[src/rtl/processing_unit_generic.sv]
// Union-find decoder processing element for one lattice vertex: cluster root/parity merge,
// peeling with boundary-directed odd propagation, merge-quiet busy debounce and error counting.
module processing_unit_generic #(
    parameter int ADDRESS_WIDTH              = 6,
    parameter int NEIGHBOR_COUNT             = 6,
    parameter int ADDRESS                    = 0,
    parameter int IS_STREAMING_WINDOW_BORDER = 0,
    parameter int MERGE_QUIET_CYCLES         = 2,
    parameter int ERR_CNT_WIDTH              = 4,
    parameter int STAGE_WIDTH                = 3
) (
    input  logic                                           clk,
    input  logic                                           reset,
    input  logic [STAGE_WIDTH-1:0]                         global_stage,
    input  logic                                           measurement,
    input  logic                                           has_correction,
    input  logic [NEIGHBOR_COUNT-1:0]                      neighbor_fully_grown,
    input  logic [NEIGHBOR_COUNT-1:0]                      neighbor_is_boundary,
    input  logic [NEIGHBOR_COUNT*(ADDRESS_WIDTH+7)-1:0]    input_data,
    output logic                                           measurement_out,
    output logic                                           neighbor_increase,
    output logic [NEIGHBOR_COUNT-1:0]                      neighbor_is_error,
    output logic [NEIGHBOR_COUNT*(ADDRESS_WIDTH+7)-1:0]    output_data,
    output logic [ADDRESS_WIDTH-1:0]                       root,
    output logic                                           odd,
    output logic                                           busy,
    output logic                                           peel_done,
    output logic [ERR_CNT_WIDTH-1:0]                       error_count
);
    localparam int N   = NEIGHBOR_COUNT;
    localparam int AW  = ADDRESS_WIDTH;
    localparam int EDS = AW + 7;
    localparam int F_PARENT = AW;
    localparam int F_ODD    = AW + 1;
    localparam int F_PAR    = AW + 2;
    localparam int F_BND    = AW + 3;
    localparam int F_PCOMP  = AW + 4;
    localparam int F_PM     = AW + 5;
    localparam int F_PDONE  = AW + 6;

    localparam logic [STAGE_WIDTH-1:0] STAGE_IDLE                 = STAGE_WIDTH'(0);
    localparam logic [STAGE_WIDTH-1:0] STAGE_MEASUREMENT_LOADING  = STAGE_WIDTH'(1);
    localparam logic [STAGE_WIDTH-1:0] STAGE_GROW                 = STAGE_WIDTH'(2);
    localparam logic [STAGE_WIDTH-1:0] STAGE_MERGE                = STAGE_WIDTH'(3);
    localparam logic [STAGE_WIDTH-1:0] STAGE_PEELING              = STAGE_WIDTH'(4);
    localparam logic [STAGE_WIDTH-1:0] STAGE_STREAMING_CORRECTION = STAGE_WIDTH'(5);

    localparam logic [3:0]               QUIET_MAX = 4'(MERGE_QUIET_CYCLES);
    localparam logic [ERR_CNT_WIDTH-1:0] ERR_MAX   = '1;

    function automatic logic [N-1:0] lowest_bit(input logic [N-1:0] v);
        return v & (~v + {{(N-1){1'b0}}, 1'b1});
    endfunction

    logic [STAGE_WIDTH-1:0] stage, last_stage;
    logic                   m, cluster_parity, touching_boundary;
    logic                   peel_m, peel_complete, parity_completed, counted;
    logic [N-1:0]           parent_vector, odd_to_children;
    logic [3:0]             quiet_cnt;

    logic [AW-1:0] nb_root [N];
    logic [N-1:0]  nb_parent, nb_odd, nb_par, nb_bnd, nb_pcomp, nb_pm, nb_pdone;

    always_comb begin
        for (int i = 0; i < N; i++) begin
            nb_root[i]   = input_data[i*EDS +: AW];
            nb_parent[i] = input_data[i*EDS + F_PARENT];
            nb_odd[i]    = input_data[i*EDS + F_ODD];
            nb_par[i]    = input_data[i*EDS + F_PAR];
            nb_bnd[i]    = input_data[i*EDS + F_BND];
            nb_pcomp[i]  = input_data[i*EDS + F_PCOMP];
            nb_pm[i]     = input_data[i*EDS + F_PM];
            nb_pdone[i]  = input_data[i*EDS + F_PDONE];
        end
    end

    always_comb begin
        output_data = '0;
        for (int i = 0; i < N; i++) begin
            output_data[i*EDS +: AW]        = root;
            output_data[i*EDS + F_PARENT]   = parent_vector[i];
            output_data[i*EDS + F_ODD]      = odd_to_children[i];
            output_data[i*EDS + F_PAR]      = cluster_parity;
            output_data[i*EDS + F_BND]      = touching_boundary;
            output_data[i*EDS + F_PCOMP]    = peel_complete;
            output_data[i*EDS + F_PM]       = peel_m;
            output_data[i*EDS + F_PDONE]    = parity_completed;
        end
    end

    logic [N-1:0]  candidates, child_vec, best_oh, parent_nx, otc_peel;
    logic [AW-1:0] root_nx;
    logic          is_root, par_nx, bnd_nx, odd_merge, changed, parent_odd;
    logic          peel_first, all_cc, pc_nx, peel_odd_in, peel_m_nx, complete_now;
    logic [3:0]    quiet_inc;
    logic [7:0]    err_pop;
    logic [ERR_CNT_WIDTH+7:0] err_sum;
    logic [ERR_CNT_WIDTH-1:0] err_sat;

    // Merge: adopt the smallest neighbouring root over non-boundary grown edges.
    always_comb begin
        candidates = neighbor_fully_grown & ~neighbor_is_boundary;
        child_vec  = candidates & nb_parent;
        is_root    = ~|parent_vector;
        parent_odd = |(parent_vector & nb_odd);
        root_nx    = root;
        best_oh    = '0;
        for (int i = 0; i < N; i++) begin
            if (candidates[i] && (nb_root[i] < root_nx)) begin
                root_nx    = nb_root[i];
                best_oh    = '0;
                best_oh[i] = 1'b1;
            end
        end
        parent_nx = (|best_oh) ? best_oh : parent_vector;
        par_nx    = m ^ (^(child_vec & nb_par));
        bnd_nx    = (|(child_vec & nb_bnd)) | (|neighbor_is_boundary);
        odd_merge = is_root ? (par_nx & ~bnd_nx) : parent_odd;
        changed   = (root_nx != root) || (par_nx != cluster_parity) ||
                    (bnd_nx != touching_boundary) || (odd_merge != odd);
        quiet_inc = (quiet_cnt == QUIET_MAX) ? quiet_cnt : quiet_cnt + 4'd1;
    end

    // Peeling: odd flows from the root toward the boundary along boundary-touching children.
    always_comb begin
        peel_first   = (stage == STAGE_PEELING) && (last_stage != STAGE_PEELING);
        all_cc       = &(~child_vec | nb_pcomp);
        pc_nx        = is_root | (|(parent_vector & nb_pdone));
        peel_odd_in  = is_root ? (cluster_parity & touching_boundary) : parent_odd;
        otc_peel     = (peel_odd_in && !(|neighbor_is_boundary)) ?
                       lowest_bit(child_vec & nb_bnd) : '0;
        peel_m_nx    = m ^ (^(child_vec & nb_pm)) ^ odd;
        neighbor_is_error = '0;
        if (((stage == STAGE_PEELING) || (stage == STAGE_STREAMING_CORRECTION)) && all_cc)
            neighbor_is_error = (child_vec & nb_pm) |
                                (odd ? lowest_bit(neighbor_is_boundary) : '0);
        complete_now = (stage == STAGE_PEELING) && !peel_first && all_cc &&
                       parity_completed && !counted;
        err_pop = '0;
        for (int i = 0; i < N; i++)
            err_pop = err_pop + 8'(neighbor_is_error[i]);
        err_sum = {8'b0, error_count} + (ERR_CNT_WIDTH+8)'(err_pop);
        err_sat = (err_sum > {8'b0, ERR_MAX}) ? ERR_MAX : err_sum[ERR_CNT_WIDTH-1:0];
    end

    assign neighbor_increase = odd && (stage == STAGE_GROW) && (last_stage != STAGE_GROW);
    assign measurement_out   = m;

    always_ff @(posedge clk) begin
        if (reset) begin
            stage             <= STAGE_IDLE;
            last_stage        <= STAGE_IDLE;
            m                 <= 1'b0;
            odd               <= 1'b0;
            busy              <= 1'b0;
            peel_done         <= 1'b0;
            counted           <= 1'b0;
            root              <= AW'(ADDRESS);
            parent_vector     <= '0;
            odd_to_children   <= '0;
            cluster_parity    <= 1'b0;
            touching_boundary <= 1'b0;
            peel_m            <= 1'b0;
            peel_complete     <= 1'b0;
            parity_completed  <= 1'b0;
            quiet_cnt         <= '0;
            error_count       <= '0;
        end else begin
            stage      <= global_stage;
            last_stage <= stage;
            case (stage)
                STAGE_MEASUREMENT_LOADING: begin
                    m                 <= measurement;
                    odd               <= measurement;
                    cluster_parity    <= measurement;
                    odd_to_children   <= {N{measurement}};
                    root              <= AW'(ADDRESS);
                    parent_vector     <= '0;
                    touching_boundary <= 1'b0;
                    peel_m            <= 1'b0;
                    peel_complete     <= 1'b0;
                    parity_completed  <= 1'b0;
                    peel_done         <= 1'b0;
                    counted           <= 1'b0;
                    error_count       <= '0;
                    quiet_cnt         <= '0;
                    busy              <= 1'b1;
                end
                STAGE_MERGE: begin
                    root              <= root_nx;
                    parent_vector     <= parent_nx;
                    cluster_parity    <= par_nx;
                    touching_boundary <= bnd_nx;
                    odd               <= odd_merge;
                    odd_to_children   <= {N{odd_merge}};
                    if (changed) begin
                        quiet_cnt <= '0;
                        busy      <= 1'b1;
                    end else begin
                        quiet_cnt <= quiet_inc;
                        busy      <= (quiet_inc != QUIET_MAX);
                    end
                end
                STAGE_PEELING: begin
                    parity_completed <= pc_nx;
                    odd              <= peel_odd_in;
                    odd_to_children  <= otc_peel;
                    busy             <= ~all_cc;
                    // counted re-arms every peel round; peel_done stays sticky until loading
                    if (peel_first) begin
                        peel_m        <= m;
                        peel_complete <= 1'b0;
                        counted       <= 1'b0;
                    end else if (all_cc) begin
                        peel_m        <= peel_m_nx;
                        peel_complete <= 1'b1;
                    end
                    if (complete_now) begin
                        peel_done   <= 1'b1;
                        counted     <= 1'b1;
                        error_count <= err_sat;
                    end
                end
                STAGE_STREAMING_CORRECTION: begin
                    if ((IS_STREAMING_WINDOW_BORDER != 0) && has_correction)
                        m <= measurement;
                end
                default: ;
            endcase
        end
    end
endmodule
[config.mk]
export PLATFORM = sky130hd
export DESIGN_NAME = processing_unit_generic
export DESIGN_NICKNAME = d
export VERILOG_FILES = /design/src/rtl/processing_unit_generic.sv
export SDC_FILE = /design/constraint.sdc
export NUM_CORES = 1
export LEC_CHECK = 0
export BUFFER_PORTS_ARGS = -buffer_cell sky130_fd_sc_hd__buf_2
export CORE_MARGIN = 5
export CORE_UTILIZATION = 25
export CTS_BUF_LIST = sky130_fd_sc_hd__clkbuf_2 sky130_fd_sc_hd__clkbuf_4 sky130_fd_sc_hd__clkbuf_8
export DETAILED_ROUTE_END_ITERATION = 10
export HOLD_SLACK_MARGIN = 0.05
export PLACE_DENSITY = 0.55
export SLEW_MARGIN = 20
export SYNTH_ARGS = -nofsm -noshare
export SYNTH_HDL_FRONTEND = slang
export SYNTH_SLANG_ARGS = --single-unit
[constraint.sdc]
create_clock -name clk -period 14.1 [get_ports clk]
set_clock_uncertainty 0.15 [all_clocks]
set_input_delay 2.82 -clock clk [delete_from_list [all_inputs] [get_ports clk]]
set_output_delay 2.82 -clock clk [all_outputs]
set_load 0.01 [all_outputs]
==> impl_metrics.py <==
metrics = {
    "yosys": {
        "synth_area_leader_cell": "dfxtp_1",
        "netlist_area_mm2": 0.00464,
        "ys.warnings.count": 0,
        "syn_inst": 618,
        "synth_edf_count": 0,
        "synth_cell_types": 75,
        "synth_seq_area_share_pct": 18.1,
        "synth_area_leaders": "dfxtp_1 18%, buf_4 11%, ha_1 7.8%, nor2_1 4.9%, nand2_1 4.8%",
        "synthFlopType": "dfxtp_1",
        "ys_async_sr_fraction_pct": 0,
        "synth_top_area_share_pct": 18.1,
        "synth_nets": 748,
        "syn-mean-instance-area_um2": 7.51,
        "ys_seq_elements": 42,
    },
    "cts": {
        "clock-sinks": 42,
        "path_clk_slew_ns": 0.09,
        "cts_buffers": 5,
        "clockBufferDepth": 2,
        "tritoncts": "done",
        "cts-root-buf": "clkbuf_8",
        "cts_setup_buffers": 0,
        "clock_latency_ns": 0.30,
        "cts_max_level": 2,
    },
    "flow_run": {
        "maxCapViolCount": 0,
    },
    "layout": {
        "seq_area_um2": 841,
        "drive_gt1_share_pct": 31.1,
        "area.growth.synth_to_final_pct": 17.7,
        "multi_input_area_mm2": 0.00309,
        "final_area_mm2": 0.00546,
        "final_cell_mix": "194 x buf_2, 61 x nor2_1, 59 x nand2_1",
        "fill_cells": 1979,
        "final_common_cell": "buf_2",
        "final_nets": 869,
    },
    "setup_path": {
        "crit_path_top_delay_cell": "or3b_2",
        "path_buf_inv": 4,
        "critical_path_required_ns": 14.17,
        "worst_setup_path_start_kind": "input pin",
        "cp_top_family": "compound AO/OA/AOI/OAI gates",
        "cp_common_cell": "ha_1",
        "critPathMaxFanout": 13,
        "timing.rr.end": "quiet_cnt[1]",
        "crit_type": "in2reg",
        "critPathArrivalTime_ns": 13.20,
        "end_kind": "register",
        "r2r_start": "root[4]",
        "reg2reg_depth": 47,
        "critical-path-max-stage-delay_ns": 0.51,
        "reg2reg_slack_ns": 2.75,
    },
    "placement": {
        "hpwlAfterDp_um": 13400,
        "dpl_cell_area_mm2": 0.00536,
        "numPortBuffers": 194,
        "place.gp.congestion": 0.830,
    },
    "global_route": {
        "grt_max_degree": 47,
        "grt_usage_pct": 14.3,
        "grt_pass1_wl_um": 24900,
        "overflow": 0,
        "grt_pass1_vias": 4575,
        "antenna_found_initial": 1,
    },
    "timing": {
        "rsz0062_at_grt": "no",
        "post-route-period-util_pct": 93.1,
        "finalSetupViolations": 0,
        "drv_slew": 0,
        "period_minus_slack_ns": 13.13,
        "worstMarginPinSlew_ns": 0.835,
        "relSlewSlack_pct": 44.3,
        "hold_viol": 0,
        "fin_setup_tns_ns": 0,
        "fmax_mhz": 76.2,
    },
    "floorplanning": {
        "num_rows": 49,
        "die-height_um": 146,
        "ios": 196,
        "start_util_pct": 25.6,
        "coreArea_mm2": 0.0181,
        "die_x_um": 146,
        "die_area_mm2": 0.0214,
    },
    "drt": {
        "ant_nets": 0,
        "drc": 0,
        "wl_um": 16000,
        "drt_iter0_drc": 287,
        "first_pass_iters": 4,
        "dr_total_vias": 4731,
        "viasPerCell": 4.87,
        "wl_per_cell_um": 16.4,
    },
    "power": {
        "p_leak_nw": 2.65,
        "powerDensity_mw_per_mm2": 62.9,
        "ir_drop_mv": 0.0336,
    },
    "min_path": {
        "whs_path_depth": 2,
        "whs_endpoint": "counted",
        "min_path_type": "reg2reg",
        "worstHoldStart": "counted",
    },
    "run_status": {
        "outcome": "complete, no violations",
    },
}
==> area by class of cell <==
| cell class | count | share of cell area (%) |
|---|---|---|
| Sequential cell | 42 | 15.4 |
| Clock inverter | 3 | 0.458 |
| Clock buffer | 5 | 1.26 |
| Antenna cell | 2 | 0.0916 |
| Tap cell | 229 | 5.25 |
| Inverter | 34 | 2.34 |
| Timing Repair Buffer | 201 | 18.7 |
| Multi-Input combinational cell | 455 | 56.5 |
==> sequential cells by signal, summed over array words and instances, names as in the netlist, 3 cells and up <==
signal / flops
error_count: 4
last_stage: 3
odd_to_children: 6
parent_vector: 6
quiet_cnt: 4
root: 6
stage: 3
==> power by group <==
group          switching (mW)  internal (mW)
combinational          0.0765         0.0570
clock                  0.0467         0.0358
sequential            0.00528          0.122
total                   0.129          0.215
==> per-stage QoR <==
stage / setup WS (ns) / power (mW) / instances / hold slack (ns) / util, %
4_1_cts: 0.792 / 0.347 / 969 / 0.306 / 30.1
5_1_grt: 0.0176 / 0.368 / 970 / 0.346 / 30.1
6_report: 0.974 / 0.344 / 971 / 0.311 / 30.1
3_3_place_gp: 0.607 / 0.263 / 961 / 0.289 / 29.6
2_1_floorplan: 2.01 / 0.219 / 618 / 0.281 / -
3_5_place_dp: 0.541 / 0.264 / 961 / 0.293 / 29.6
==> logic make-up (layout without fill, tap and decap cells) <==
family	count (synthesis)	count (layout)	synth area share, %
mux	15	15	3.34
simple gates	222	222	24.4
flops	42	42	18.1
xor+xnor	24	24	4.69
fa+ha+maj	34	34	9.75
other cells	0	2	0
compound gates	160	160	24.3
buf+inv	121	243	15.5
==> timing repair <==
action,CTS,global route
endpoints found under the setup margin,0,5
resized for setup,0,1
hold buffers,0,0
==> worst reg2reg max path: cells and delay by family (launching register included) <==
family / cells / cell delay, ns
AOI/OAI and AO/OA: 22 / 5.01
and+or+nand+nor: 13 / 2.74
adders and majority gates: 6 / 1.62
buffers and inverters: 4 / 0.68
DFF: 1 / 0.62
muxes: 2 / 0.44
==> metal layers <==
layer,track usage (%),share of wire (%)
met1,18.9,46
met2,24.3,46
met3,2.79,6.0
met4,2.68,1.2
met5,0,0
==> how the worst max path moves through the flow <==
| stage | start | to | slack [ns] | depth (start not counted) |
|---|---|---|---|---|
| global placement | input_data[3] | busy | 0.61 | 47 |
| CTS | input_data[3] | busy | 0.79 | 47 |
| detailed placement | input_data[3] | busy | 0.54 | 47 |
| floorplan | input_data[5] | quiet_cnt[1] | 2.01 | 47 |
| global route | input_data[5] | quiet_cnt[2] | 0.02 | 51 |
| finish | input_data[3] | quiet_cnt[1] | 0.97 | 47 |
==> synthesized netlist by cell type (all sizes together), types with 3 or more instances <==
library cell and number:
nand2 59, and2 4, fa 4, dfxtp 42, nor3 16, and3 5, clkbuf 14, buf 73
xor2 10, or3 7, o22ai 5, nand2b 8, o21ai 18, xnor2 14, or4 3, a21oi 42
nor2 61, a31o 4, nand3 14, a221oi 3, mux2 4, a31oi 8, o2111ai 3, nand3b 5
a211oi 18, nor3b 4, o211ai 3, a211o 3, a22oi 10, mux2i 11, ha 29, nand4 5
nor2b 14, inv 34, and3b 4, or3b 5, o21a 4, a21o 18
Note: power is estimated with default switching activity, not from simulation.
